### src/rtl/usb_bus_responder.sv
// usb_bus_responder: turns SAM3U parallel-bus cycles (CEn/RDn/WRn) into
// single-cycle register strobes with a latched address and a burst byte
// index, and returns register read data after a fixed fetch latency.
// Optional feature macro: USB_BUS_TIMEOUT_EN enables an idle-CEn timeout
// that raises a sticky bus_error; without it bus_error is tied low.
module usb_bus_responder #(
    parameter int pADDR_WIDTH   = 8,
    parameter int pBYTECNT_SIZE = 7,
    parameter int pREAD_LATENCY = 2,
    parameter int pTIMEOUT      = 255
) (
    input  logic                     clk_usb,
    input  logic                     reset_n,
    input  logic [pADDR_WIDTH-1:0]   usb_addr,
    input  logic [7:0]               usb_din,
    output logic [7:0]               usb_dout,
    output logic                     usb_isout,
    input  logic                     usb_rdn,
    input  logic                     usb_wrn,
    input  logic                     usb_cen,
    output logic [pADDR_WIDTH-1:0]   reg_address,
    output logic [pBYTECNT_SIZE-1:0] reg_bytecnt,
    output logic [7:0]               reg_datao,
    input  logic [7:0]               reg_datai,
    output logic                     reg_read,
    output logic                     reg_write,
    output logic                     reg_addrvalid,
    output logic                     bus_error
);

    if (pREAD_LATENCY < 1 || pREAD_LATENCY > 7) begin : g_bad_latency
        $error("pREAD_LATENCY must be in 1..7");
    end
    if (pTIMEOUT < 1) begin : g_bad_timeout
        $error("pTIMEOUT must be at least 1");
    end

    localparam logic [2:0] READ_LAT = 3'(pREAD_LATENCY);

    typedef enum logic [1:0] {
        IDLE      = 2'd0,
        WRITE     = 2'd1,
        READ_WAIT = 2'd2,
        READ_HOLD = 2'd3
    } state_t;

    state_t state_q, state_d;

    logic [pADDR_WIDTH-1:0] addr_r;
    logic [7:0]             din_r;
    logic                   rdn_r, wrn_r, cen_r;
    logic                   rdn_rr, wrn_rr;
    logic                   rdn_fall, wrn_fall;
    logic [2:0]             lat_cnt;

    logic start_write, start_read, finish_write, load_dout, read_done;
    logic timeout_hit;

    assign rdn_fall = rdn_rr & ~rdn_r;
    assign wrn_fall = wrn_rr & ~wrn_r;

    // Input stage: register pads once, strobes twice for edge detection
    always_ff @(posedge clk_usb) begin
        if (!reset_n) begin
            addr_r <= '0;
            din_r  <= '0;
            rdn_r  <= 1'b1;
            wrn_r  <= 1'b1;
            cen_r  <= 1'b1;
            rdn_rr <= 1'b1;
            wrn_rr <= 1'b1;
        end else begin
            addr_r <= usb_addr;
            din_r  <= usb_din;
            rdn_r  <= usb_rdn;
            wrn_r  <= usb_wrn;
            cen_r  <= usb_cen;
            rdn_rr <= rdn_r;
            wrn_rr <= wrn_r;
        end
    end

`ifdef USB_BUS_TIMEOUT_EN
    localparam int TMO_W = $clog2(pTIMEOUT + 1);

    logic [TMO_W-1:0] tmo_cnt;
    logic             strobe_edge;

    assign strobe_edge = (rdn_r ^ rdn_rr) | (wrn_r ^ wrn_rr);
    assign timeout_hit = ~cen_r & (state_q == IDLE) & ~strobe_edge
                       & (tmo_cnt == TMO_W'(pTIMEOUT - 1));

    // Idle counter: runs while selected and idle, saturates so the error fires once
    always_ff @(posedge clk_usb) begin
        if (!reset_n) begin
            tmo_cnt <= '0;
        end else if (cen_r || state_q != IDLE || strobe_edge) begin
            tmo_cnt <= '0;
        end else if (tmo_cnt != TMO_W'(pTIMEOUT)) begin
            tmo_cnt <= tmo_cnt + TMO_W'(1);
        end
    end

    // Sticky error flag, released only by reset or chip-enable deassertion
    always_ff @(posedge clk_usb) begin
        if (!reset_n) begin
            bus_error <= 1'b0;
        end else if (cen_r) begin
            bus_error <= 1'b0;
        end else if (timeout_hit) begin
            bus_error <= 1'b1;
        end
    end
`else
    assign timeout_hit = 1'b0;
    assign bus_error   = 1'b0;
`endif

    // FSM state register
    always_ff @(posedge clk_usb) begin
        if (!reset_n) begin
            state_q <= IDLE;
        end else begin
            state_q <= state_d;
        end
    end

    // FSM next state and per-cycle action decodes
    always_comb begin
        state_d      = state_q;
        start_write  = 1'b0;
        start_read   = 1'b0;
        finish_write = 1'b0;
        load_dout    = 1'b0;
        read_done    = 1'b0;
        unique case (state_q)
            IDLE: begin
                if (!cen_r) begin
                    // write has priority when both strobes fall together
                    if (wrn_fall) begin
                        state_d     = WRITE;
                        start_write = 1'b1;
                    end else if (rdn_fall && wrn_r) begin
                        state_d    = READ_WAIT;
                        start_read = 1'b1;
                    end
                end
            end
            WRITE: begin
                if (cen_r) begin
                    state_d = IDLE;
                end else if (wrn_r) begin
                    state_d      = IDLE;
                    finish_write = 1'b1;
                end
            end
            READ_WAIT: begin
                if (cen_r) begin
                    state_d = IDLE;
                end else if (lat_cnt == READ_LAT) begin
                    state_d   = READ_HOLD;
                    load_dout = 1'b1;
                end
            end
            READ_HOLD: begin
                // level test also covers an RDn released before the data load
                if (cen_r) begin
                    state_d = IDLE;
                end else if (rdn_r) begin
                    state_d   = IDLE;
                    read_done = 1'b1;
                end
            end
            default: state_d = IDLE;
        endcase
        if (timeout_hit) begin
            state_d = IDLE;
        end
    end

    // Read fetch latency counter; zero on the reg_read cycle
    always_ff @(posedge clk_usb) begin
        if (!reset_n) begin
            lat_cnt <= '0;
        end else if (state_q == READ_WAIT) begin
            lat_cnt <= lat_cnt + 3'd1;
        end else begin
            lat_cnt <= '0;
        end
    end

    // Register-side outputs, pad data and burst index bookkeeping
    always_ff @(posedge clk_usb) begin
        if (!reset_n) begin
            usb_dout      <= '0;
            usb_isout     <= 1'b0;
            reg_address   <= '0;
            reg_bytecnt   <= '0;
            reg_datao     <= '0;
            reg_read      <= 1'b0;
            reg_write     <= 1'b0;
            reg_addrvalid <= 1'b0;
        end else begin
            reg_read  <= start_read;
            reg_write <= finish_write;
            usb_isout <= ~cen_r & ~rdn_r & wrn_r;
            if (finish_write) begin
                reg_datao   <= din_r;
                reg_address <= addr_r;
            end
            if (load_dout) begin
                usb_dout <= reg_datai;
            end
            if (cen_r) begin
                reg_bytecnt   <= '0;
                reg_addrvalid <= 1'b0;
            end else begin
                // increment after the strobe so the index is stable while it is high
                if (reg_write || read_done) begin
                    reg_bytecnt <= reg_bytecnt + pBYTECNT_SIZE'(1);
                end
                if (start_write || start_read) begin
                    reg_address   <= addr_r;
                    reg_addrvalid <= 1'b1;
                    if (addr_r != reg_address) begin
                        reg_bytecnt <= '0;
                    end
                end
                if (timeout_hit) begin
                    reg_bytecnt <= '0;
                end
            end
        end
    end

endmodule

### config.mk
export PLATFORM = sky130hd
export DESIGN_NAME = usb_bus_responder
export DESIGN_NICKNAME = d
export VERILOG_FILES = /design/src/rtl/usb_bus_responder.sv
export SDC_FILE = /design/constraint.sdc
export NUM_CORES = 1
export LEC_CHECK = 0
export CORE_UTILIZATION = 30
export DETAILED_ROUTE_END_ITERATION = 7
export SYNTH_ARGS = -nofsm -noshare
export SYNTH_HDL_FRONTEND = slang
export SYNTH_SLANG_ARGS = --single-unit
### constraint.sdc
create_clock -name clk_usb -period 3.5 [get_ports clk_usb]
set_clock_uncertainty 0.05 [all_clocks]
set_input_delay 0.35 -clock clk_usb [delete_from_list [all_inputs] [get_ports clk_usb]]
set_output_delay 0.35 -clock clk_usb [all_outputs]
set_load 0.02 [all_outputs]
# After elaboration in Yosys (flattened, before gate mapping)

Index checks and enable logic that the tools add are counted.
W data, S select, Z words.

Output and inout bits: 36
Word-level logic and storage cells: 76
Register bits: 61

Muxes and demuxes: 32
Reduce and logical (&&, ||, !) cells: 7
Add/subtract/negate cells: 2
Eq/ne operators: 10
Bitwise operators: 8

Operator list:

| kind                  | number |
|---|---|
| $mux W8               | 3 |
| $mux W7               | 3 |
| $mux W2               | 9 |
| $mux W1               | 16 |
| $ne A3 B3 Y1 const B  | 4 |
| $ne A8 B8 Y1          | 1 |
| $pmux W2 S4           | 1 |
| $add A7 B1 Y7 const B | 1 |
| $reduce_and A5 Y1     | 1 |
| $and A1 B1 Y1         | 4 |
| $eq A2 B2 Y1 const B  | 2 |
| $not A1 Y1            | 4 |
| $add A3 B1 Y3 const B | 1 |
| $eq A3 B2 Y1 const B  | 1 |
| $eq A2 B1 Y1 const B  | 1 |
| $logic_not A2 Y1      | 1 |
| $logic_or A1 B1 Y1    | 2 |
| $ne A2 B2 Y1 const B  | 1 |
| $reduce_and A2 Y1     | 1 |
| $reduce_or A2 Y1      | 1 |
| $logic_and A1 B1 Y1   | 1 |

# Logic depth before layout (Yosys ltp)

Gate-level depths: netlist (run 1).

Depth in word-level cells: 10
Depth in mapped cells: 7

# Worst setup path before layout (run 1)

OpenSTA, ideal clock, no wires.

Path kind: register -> register
Start point: register state_q[1]
End point: register reg_bytecnt[6]
Clock period less this slack: 1.471 ns
Stages on the path, launching flop included: 6
Path slack: 2.029 ns
Arrival time: 1.335 ns
Path buffers: 1
Setup time: 0.086 ns
Path through: dfxtp_1 -> buf_6 -> and4b_1 -> o21ai_1 -> or3_1 -> a211oi_1

Longest elaborated chain between the ends: 6
Elaborated cells between the ends (all ways): 10

Ends and longest elaborated chain:

| what                   | RTL line | text |
|---|---|---|
| start, declared        | 47       | `state_t state_q, state_d;` |
| start signal, assigned | 124      | `state_q <= state_d;` |
| $eq A2 B2 Y1           | 136      | `unique case (state_q)` |
| $mux W1                | 136      |  |
| $logic_or A1 B1 Y1     | 219      | `if (reg_write \|\| read_done) begin` |
| $mux W7                | 219      |  |
| $mux W7                | 225      | `if (addr_r != reg_address) begin` |
| $mux W7 *              | 222      | `if (start_write \|\| start_read) begin` |
| end signal, assigned   | 220      | `reg_bytecnt <= reg_bytecnt + pBYTECNT_SIZE'(1);` |
| end, declared          | 22       | `output logic [pBYTECNT_SIZE-1:0] reg_bytecnt,` |

Mark *: on every way between the ends. The rest lies on a longest branch, timed or not.
A chain may end at the register's enable or synchronous reset.

# Worst setup path in the final report (run 1)

Start point: register reg_bytecnt[2]
End point: output port reg_bytecnt[2]

No word-level cell between the ends.

==> impl_metrics.csv, run 1 <==
group,metric,value,unit
detailed_routing,wl,4640,microns
finish,register_area,0.00122,sq mm
setup_path,crit_family,"buffers and inverters",
power,intPower,1.18,mW
timing,rsz0062_at_grt,"no",
setup_path,crit_slowest_cell,"clkdlybuf4s50_1",
synth,netlist_area,0.00230,sq mm
detailed_routing,drc,0,
detailed_routing,met3_length,295,microns
die,coreArea,0.00733,sq mm
setup_path,cp-end-kind,"output pin",
clock_network,cts_sinks,61,
synth,yosys_most_used_dff,"dfxtp_1",
power,ir_drop,0.000247,V
finish,syn_to_final_growth,40.2,%
job,cap_violations,0,
setup_path,crit_path_max_incr_delay,0.64,ns
global_routing,antenna_found_initial,0,
clock_network,insertion_delay,0.34,ns
detailed_routing,postRouteAntennaNets,0,
synth,syn_nets,260,
setup_path,critPathKind,"reg -> out",
timing,slew_violations,0,
placement,portBuffers,63,
timing,fin_worst_hold_slack,0.393,ns
clock_network,cts_buffer_depth,2,
die,start_util,31.4,%
setup_path,worstPathRequired,3.10,ns
setup_path,start_kind,"flip-flop",
synth,avgSynthCellArea,10.1,sq um
power,p_leak,1.16,nW
timing,hold_violations,0,
power,sw_frac_of_total,20.8,%
die,die_x,89.6,microns
synth,synth-edff-count,0,
die,die_h,89.6,microns
detailed_routing,vias_per_cell,4.42,
die,die_area,0.00802,sq mm
placement,place_inst,379,
timing,fin_setup_tns,0,ns
placement,gp_congestion,0.751,
clock_network,cts_setup_buffers,0,
setup_path,crit_path_max_fanout,6,
power,p_per_area,461,mW/mm^2
timing,finalSetupViolCount,0,
timing,post-route-period-util,51.8,%
power,power_frac_clock,46.2,%
clock_network,cts_tree,"done",
global_routing,grt.overflow.total,0,
clock_network,cts_resized,0,
finish,final_layout_size_suffix_gt1_share,7.09,%
clock_network,postCtsHoldBufs,0,
synth,synth-seq-cells,61,
finish,final_cell_count_no_fill,395,
finish,multi_input_area,0.00101,sq mm
timing,period_needed,1.81,ns
setup_path,crit_chain,"clkdlybuf4s50_1",
power,finalPower,1.49,mW
detailed_routing,drtIter0Drc,74,
clock_network,cts_buffers,9,
status,status,"finished, final reports clean",
die,ios,65,
detailed_routing,vias,1744,
finish,n_fill_cell,687,
clock_network,clk_pin_slew,0.07,ns
timing,max_slew_margin,50.9,%
clock_network,clockRootBuffer,"clkbuf_8",
synth,yosys_warnings,0,
detailed_routing,wl_met1,2170,microns
global_routing,grt_max_degree,49,
power,comb_power_share,5.4,%
power,p_sw,0.309,mW
synth,ys_async_sr_fraction,0,%
detailed_routing,routedWlPerCell,11.7,microns
setup_path,crit_buf_inv,1,
synth,ys_types,42,
synth,synthCells,228,
global_routing,grt_use_total,13.1,%
detailed_routing,met2_length,2140,microns
global_routing,grt_pass1_wl,7720,microns
timing,worst_pin_slew,0.731,ns
power,power_frac_seq,48.4,%
detailed_routing,firstDrtPassIters,4,
global_routing,grt_pass1_vias,1638,
hold_path,hp-class,"reg -> reg",
die,fp-row-count,31,
setup_path,crit_arrival,1.41,ns
timing,max_freq,0.552,GHz
finish,num-nets-final,323,
detailed_routing,top_layer_used,"met4",
clock_network,cts_htree_levels,3,
placement,dp_hpwl,3090,microns
finish,antennaDiodeCount,0,
synth,ys_seq_area_share,53.1,%
-- cell usage in the layout, fill, tap and decap left out, types with 10 or more instances in the layout --
cell,n
xor2_1,13
clkbuf_8,10
nor2_1,11
nand2_1,16
and2_1,17
clkdlybuf4s50_1,63
a21boi_0,16
dfxtp_1,61
-- cell type report --
class                   count  area share (%)
flip-flops and latches     61            37.9
multi-input cells         153            31.2
repair buffers             64            19.8
clock buffers              10            4.27
well taps                  99            3.84
clock inverters             6            2.68
inverters                   2           0.310
-- sequential cells by signal, summed over array words and instances, names as in the netlist, 2 cells and up --
signal	cells
state_q	2
usb_dout	8
reg_bytecnt	7
reg_address	8
lat_cnt	3
reg_datao	8
addr_r	8
din_r	8
-- routing by layer --
layer / vias up / track usage [%]
met2: 52 / 19.6
met4: 0 / 5.19
met5: - / 0
met3: 2 / 6.46
met1: 792 / 16.0
li1: 898 / -
-- per-stage QoR --
stage / worst slack (ns) / util (%) / instance area [sq um]
floorplan: 2.03 / - / 2300
global placement: 1.41 / 40.9 / 3000
global route: 1.45 / 44.0 / 3220
detailed placement: 1.37 / 40.9 / 3000
CTS: 1.66 / 44.0 / 3220
finish: 1.69 / 44.0 / 3220
-- worst paths after layout --
| kind | startpoint | end | slack (ns) | cells past startpoint |
|---|---|---|---|---|
| worst max-delay path | reg_bytecnt[2]$_SDFF_PP0_ | reg_bytecnt[2] | 1.69 | 1 |
| worst min-delay path | din_r[5]$_SDFF_PN0_ | reg_datao[5]$_SDFFE_PN0P_ | 0.39 | 2 |
| worst max register to register | state_q[1]$_SDFFE_PN0P_ | usb_dout[0]$_SDFFE_PN0P_ | 1.74 | 4 |
| worst min register to register | din_r[5]$_SDFF_PN0_ | reg_datao[5]$_SDFFE_PN0P_ | 0.39 | 2 |
-- kinds of logic (layout without fill, tap and decap cells) --
family	Yosys count	count (layout)	share of synthesized area, %
buf+inv	14	82	3.10
flops	61	61	53.1
mux	9	9	3.92
fa+ha+maj	3	3	1.63
compound gates	37	37	11.1
xor+xnor	14	14	5.33
other cells	1	1	0.163
simple gates	89	89	21.7
-- power by group through the flow --
stage | sequential, mW | clock (mW) | combinational, mW
global placement | 0.736 | 0 | 0.0812
finish | 0.720 | 0.687 | 0.0803
CTS | 0.720 | 0.715 | 0.0816
global route | 0.722 | 0.748 | 0.0887
detailed placement | 0.736 | 0 | 0.0812
floorplan | 0.736 | 0 | 0.0379
-- cells in the mapped netlist, types with 2 or more instances --
library cell / count / area (sq um)
nor4_1: 2 / 12.5
ha_1: 3 / 37.5
nand2_1: 16 / 60.1
dfxtp_1: 61 / 1220
o21ai_1: 2 / 10.0
nor2_1: 11 / 41.3
nor2b_1: 9 / 56.3
and2_1: 17 / 106
nor3_1: 7 / 35.0
a21boi_0: 16 / 120
o21ai_0: 9 / 45.0
nand2b_1: 7 / 43.8
o2111ai_1: 2 / 17.5
xor2_1: 13 / 114
buf_4: 2 / 15.0
nand3_1: 9 / 45.0
mux2i_1: 9 / 90.1
and3_1: 2 / 12.5
clkbuf_1: 8 / 30.0
Power figures use the tool's default switching activity.
==> inputs of run 2 (changes only) <==
==> constraint.sdc (replaced) <==
create_clock -name clk_usb -period 1.6 [get_ports clk_usb]
set_clock_uncertainty 0.05 [all_clocks]
set_input_delay 0.16 -clock clk_usb [delete_from_list [all_inputs] [get_ports clk_usb]]
set_output_delay 0.16 -clock clk_usb [all_outputs]
set_load 0.02 [all_outputs]
==> impl_metrics.csv, run 2 (same netlist as run 1, synthesis figures left out) <==
group,metric,value,unit
power,sw_frac_of_total,22.3,%
setup_path,crit_buf_inv,1,
placement,gp_congestion,0.733,
finish,fin_area,0.00330,sq mm
global_routing,grt_max_degree,48,
finish,final_layout_size_suffix_gt1_share,10.5,%
timing,slew_violations,0,
timing,post-route-period-util,96.3,%
power,ir_drop,0.000575,V
detailed_routing,postRouteAntennaNets,0,
clock_network,cts_buffers,9,
die,die_x,89.6,microns
power,finalPower,3.06,mW
detailed_routing,firstDrtPassIters,4,
setup_path,crit_path_max_fanout,3,
finish,utilization,45.0,%
setup_path,rr_worst_depth,4,
setup_path,startpoint,"reg_address[2]$_SDFF_PN0_",
power,p_per_area,928,mW/mm^2
timing,finalWorstSetupSlack,0.0599,ns
global_routing,grt_use_total,13.2,%
detailed_routing,wl_met1,2200,microns
finish,final_common_cell,"dfxtp_1",
detailed_routing,met3_length,320,microns
setup_path,cp-endpoint,"reg_address[2]",
clock_network,clockRootBuffer,"clkbuf_8",
timing,period_needed,1.54,ns
status,status,"finished, final reports clean",
die,die_area,0.00802,sq mm
timing,hold_violations,0,
detailed_routing,met2_length,2220,microns
timing,finalSetupViolCount,0,
die,coreArea,0.00733,sq mm
placement,portBuffers,63,
global_routing,grt.overflow.total,0,
detailed_routing,routedWlPerCell,11.9,microns
global_routing,grt_pass1_wl,7880,microns
setup_path,crit_slowest_cell,"clkdlybuf4s50_1",
timing,fin_setup_tns,0,ns
detailed_routing,vias,1777,
setup_path,crit_cells,1,
die,start_util,31.4,%
timing,rsz0062_at_grt,"no",
clock_network,cts_buffer_depth,2,
placement,dp_hpwl,3290,microns
timing,fin_worst_hold_slack,0.335,ns
finish,syn_to_final_growth,43.4,%
setup_path,worstPathRequired,1.39,ns
clock_network,cts_tree,"done",
clock_network,clk_pin_slew,0.06,ns
clock_network,cts_htree_levels,3,
hold_path,hp-class,"in -> reg",
setup_path,reg2reg_slack,0.12,ns
detailed_routing,top_layer_used,"met4",
power,intPower,2.38,mW
detailed_routing,wl,4800,microns
setup_path,crit_chain,"clkdlybuf4s50_1",
power,p_sw,0.682,mW
global_routing,grt_pass1_vias,1712,
detailed_routing,drtIter0Drc,50,
setup_path,r2r-end,"reg_bytecnt[6]$_SDFF_PP0_",
placement,place_inst,387,
setup_path,crit_path_max_incr_delay,0.63,ns
die,ios,65,
setup_path,start_kind,"flip-flop",
job,cap_violations,0,
finish,num-nets-final,331,
setup_path,crit_arrival,1.33,ns
die,die_h,89.6,microns
placement,dp_slack,-0.00314,ns
setup_path,critPathKind,"reg -> out",
global_routing,antenna_found_initial,0,
power,power_frac_clock,42.5,%
setup_path,crit_family,"buffers and inverters",
clock_network,cts_sinks,61,
clock_network,insertion_delay,0.33,ns
finish,final_cell_count_no_fill,403,
clock_network,postCtsHoldBufs,0,
detailed_routing,drc,0,
die,fp-row-count,31,
placement,place_area,0.00309,sq mm
power,comb_power_share,6.0,%
power,power_frac_seq,51.5,%
finish,antennaDiodeCount,0,
setup_path,worstReg2RegStart,"state_q[0]$_SDFFE_PN0P_",
detailed_routing,vias_per_cell,4.41,
power,p_leak,1.38,nW
setup_path,cp-end-kind,"output pin",
finish,final_cell_mix,"dfxtp_1 (60), clkdlybuf4s50_1 (51), and2_1 (17)",
timing,max_freq,0.649,GHz
-- run 2: power by group through the flow --
stage | Sequential, mW | Combinational [mW] | Clock [mW]
after global routing | 1.58 | 0.202 | 1.42
final | 1.57 | 0.184 | 1.30
after detailed placement | 1.61 | 0.188 | 0
after CTS | 1.57 | 0.188 | 1.35
after floorplan | 1.61 | 0.0829 | 0
after global placement | 1.61 | 0.188 | 0
-- run 2: what timing repair did --
| item | 4_1_cts | 5_1_grt |
|---|---|---|
| setup endpoints to repair | 8 | 12 |
| gates resized for setup | 4 | 11 |
| buffers inserted | 0 | 0 |
-- run 2: final cells by class --
cell class	instances	area, sq um
clock inverter	7	66.3
fill	706	4030
inverter	2	10.0
sequential	61	1220
tap	99	124
clock buffer	9	124
multi-input combinational	153	1010
timing repair buffer	72	742
-- run 2: layer usage --
layer	up-vias	global-route usage, %
met3	6	6.56
met1	810	16.1
li1	916	-
met2	45	20.7
met4	0	3.46
met5	-	0
-- run 2: how the worst min path moves through the flow --
| stage | cells past startpoint | start | to |
|---|---|---|---|
| 2_1_floorplan | 1 | usb_cen | cen_r$_SDFF_PN1_ |
| 3_3_place_gp | 2 | din_r[6]$_SDFF_PN0_ | reg_datao[6]$_SDFFE_PN0P_ |
| 3_5_place_dp | 2 | din_r[1]$_SDFF_PN0_ | reg_datao[1]$_SDFFE_PN0P_ |
| 4_1_cts | 2 | usb_wrn | wrn_r$_SDFF_PN1_ |
| 5_1_grt | 2 | usb_addr[4] | addr_r[4]$_SDFF_PN0_ |
| 6_report | 2 | usb_wrn | wrn_r$_SDFF_PN1_ |
-- run 2: worst reg2reg max path, cell delays in order, from the launching register on --
cell	delay (ns)
dfxtp_1	0.44
and4b_1	0.26
o21ai_1	0.08
or3_1	0.36
a211oi_1	0.21
==> inputs of run 3 (changes only) <==
--- a/config.mk
+++ b/config.mk
@@ -5,6 +5,7 @@
 export SDC_FILE = /design/constraint.sdc
 export NUM_CORES = 1
 export LEC_CHECK = 0
+export CORE_MARGIN = 2
 export CORE_UTILIZATION = 30
 export DETAILED_ROUTE_END_ITERATION = 7
 export SYNTH_ARGS = -nofsm -noshare
==> impl_metrics.csv, run 3 (same netlist as run 1, synthesis figures left out) <==
group,metric,value,unit
status,status,"finished, final reports clean",
setup_path,crit_path_max_incr_delay,0.62,ns
setup_path,worstReg2RegStart,"state_q[1]$_SDFFE_PN0P_",
die,coreArea,0.00733,sq mm
setup_path,reg2reg_slack,0.10,ns
detailed_routing,wl,4760,microns
die,die_h,91.6,microns
global_routing,antenna_found_initial,0,
placement,place_area,0.00309,sq mm
clock_network,cts_tree,"done",
global_routing,grt_use_total,12.5,%
setup_path,critPathKind,"reg -> out",
placement,gp_congestion,0.683,
finish,final_layout_size_suffix_gt1_share,9.24,%
clock_network,insertion_delay,0.34,ns
finish,register_area,0.00122,sq mm
timing,post-route-period-util,96.1,%
finish,antennaDiodeCount,0,
timing,fin_setup_tns,0,ns
global_routing,grt_max_degree,48,
finish,final_common_cell,"dfxtp_1",
power,p_leak,1.33,nW
power,ir_drop,0.000583,V
setup_path,r2r-end,"reg_bytecnt[6]$_SDFF_PP0_",
job,cap_violations,0,
global_routing,grt_pass1_vias,1751,
hold_path,min_from,"usb_wrn",
hold_path,min_path_cells,2,
timing,period_needed,1.54,ns
clock_network,cts_setup_buffers,0,
global_routing,grt.overflow.total,0,
finish,syn_to_final_growth,44.0,%
detailed_routing,vias,1755,
timing,slew_violations,0,
clock_network,cts_resized,4,
clock_network,cts_buffers,9,
timing,hold_violations,0,
finish,num-nets-final,331,
hold_path,min_to,"wrn_r$_SDFF_PN1_",
setup_path,crit_slowest_cell,"clkdlybuf4s50_1",
die,fp-row-count,31,
hold_path,hp-class,"in -> reg",
die,start_util,31.4,%
placement,dp_hpwl,3260,microns
detailed_routing,drtIter0Drc,68,
setup_path,crit_chain,"clkdlybuf4s50_1",
setup_path,cp-end-kind,"output pin",
setup_path,crit_family,"buffers and inverters",
setup_path,crit_arrival,1.33,ns
timing,finalWorstSetupSlack,0.0627,ns
detailed_routing,routedWlPerCell,11.8,microns
clock_network,clk_pin_slew,0.06,ns
setup_path,rr_worst_depth,4,
clock_network,cts_sinks,61,
clock_network,postCtsHoldBufs,0,
finish,multi_input_area,0.00101,sq mm
detailed_routing,firstDrtPassIters,4,
setup_path,crit_buf_inv,1,
power,p_per_area,976,mW/mm^2
detailed_routing,postRouteAntennaNets,0,
die,die_x,91.6,microns
timing,finalSetupViolCount,0,
timing,max_freq,0.651,GHz
finish,final_cell_mix,"dfxtp_1 (61), clkdlybuf4s50_1 (53), and2_1 (17)",
setup_path,crit_cells,1,
finish,fin_area,0.00331,sq mm
clock_network,cts_buffer_depth,2,
detailed_routing,vias_per_cell,4.37,
global_routing,grt_pass1_wl,8160,microns
timing,rsz0062_at_grt,"no",
setup_path,worstPathRequired,1.39,ns
setup_path,start_kind,"flip-flop",
clock_network,cts_htree_levels,3,
die,die_area,0.00838,sq mm
detailed_routing,drc,0,
die,ios,65,
clock_network,clockRootBuffer,"clkbuf_8",
power,finalPower,3.23,mW
placement,portBuffers,63,
placement,dp_slack,0.0897,ns
setup_path,crit_path_max_fanout,3,
finish,n_fill_cell,699,
-- run 3: worst max-delay path by stage --
stage                                   start                         to  slack (ns)
floorplan             state_q[1]$_SDFFE_PN0P_  reg_bytecnt[6]$_SDFF_PP0_        0.13
global placement             wrn_r$_SDFF_PN1_  reg_address[3]$_SDFF_PN0_        0.13
detailed placement                    reset_n    state_q[0]$_SDFFE_PN0P_        0.09
CTS                 reg_bytecnt[1]$_SDFF_PP0_             reg_bytecnt[1]       0.002
global route        reg_address[5]$_SDFF_PN0_             reg_address[5]        0.01
finish              reg_address[0]$_SDFF_PN0_             reg_address[0]        0.06
-- run 3: final cells by class --
class	instances	share of cell area, %
clock buffer	11	4.27
clock inverter	4	2.19
inverter	2	0.302
multi-input combinational	153	30.5
sequential	61	36.9
tap	99	3.74
timing repair buffer	72	22.1
-- run 3: power by group --
group,internal (mW),switching (mW),leakage [nW]
registers,1.55,0.0219,0.497
logic,0.116,0.0704,0.729
clock network,0.908,0.563,0.105
-- run 3: layer usage --
layer,GRT usage [%],vias up,wire [microns]
met5,0,-,0
met4,4.92,0,90
met3,5.81,10,345
met2,19.7,51,2160
met1,14.6,781,2160
li1,-,913,-
-- run 3: stage by stage --
stage | utilization, % | hold WS [ns] | cells
4_1_cts | 44.9 | 0.327 | 402
3_5_place_dp | 42.1 | 0.386 | 387
6_report | 45.2 | 0.341 | 402
5_1_grt | 45.2 | 0.337 | 402
3_3_place_gp | 42.1 | 0.379 | 387
2_1_floorplan | - | 0.211 | 228
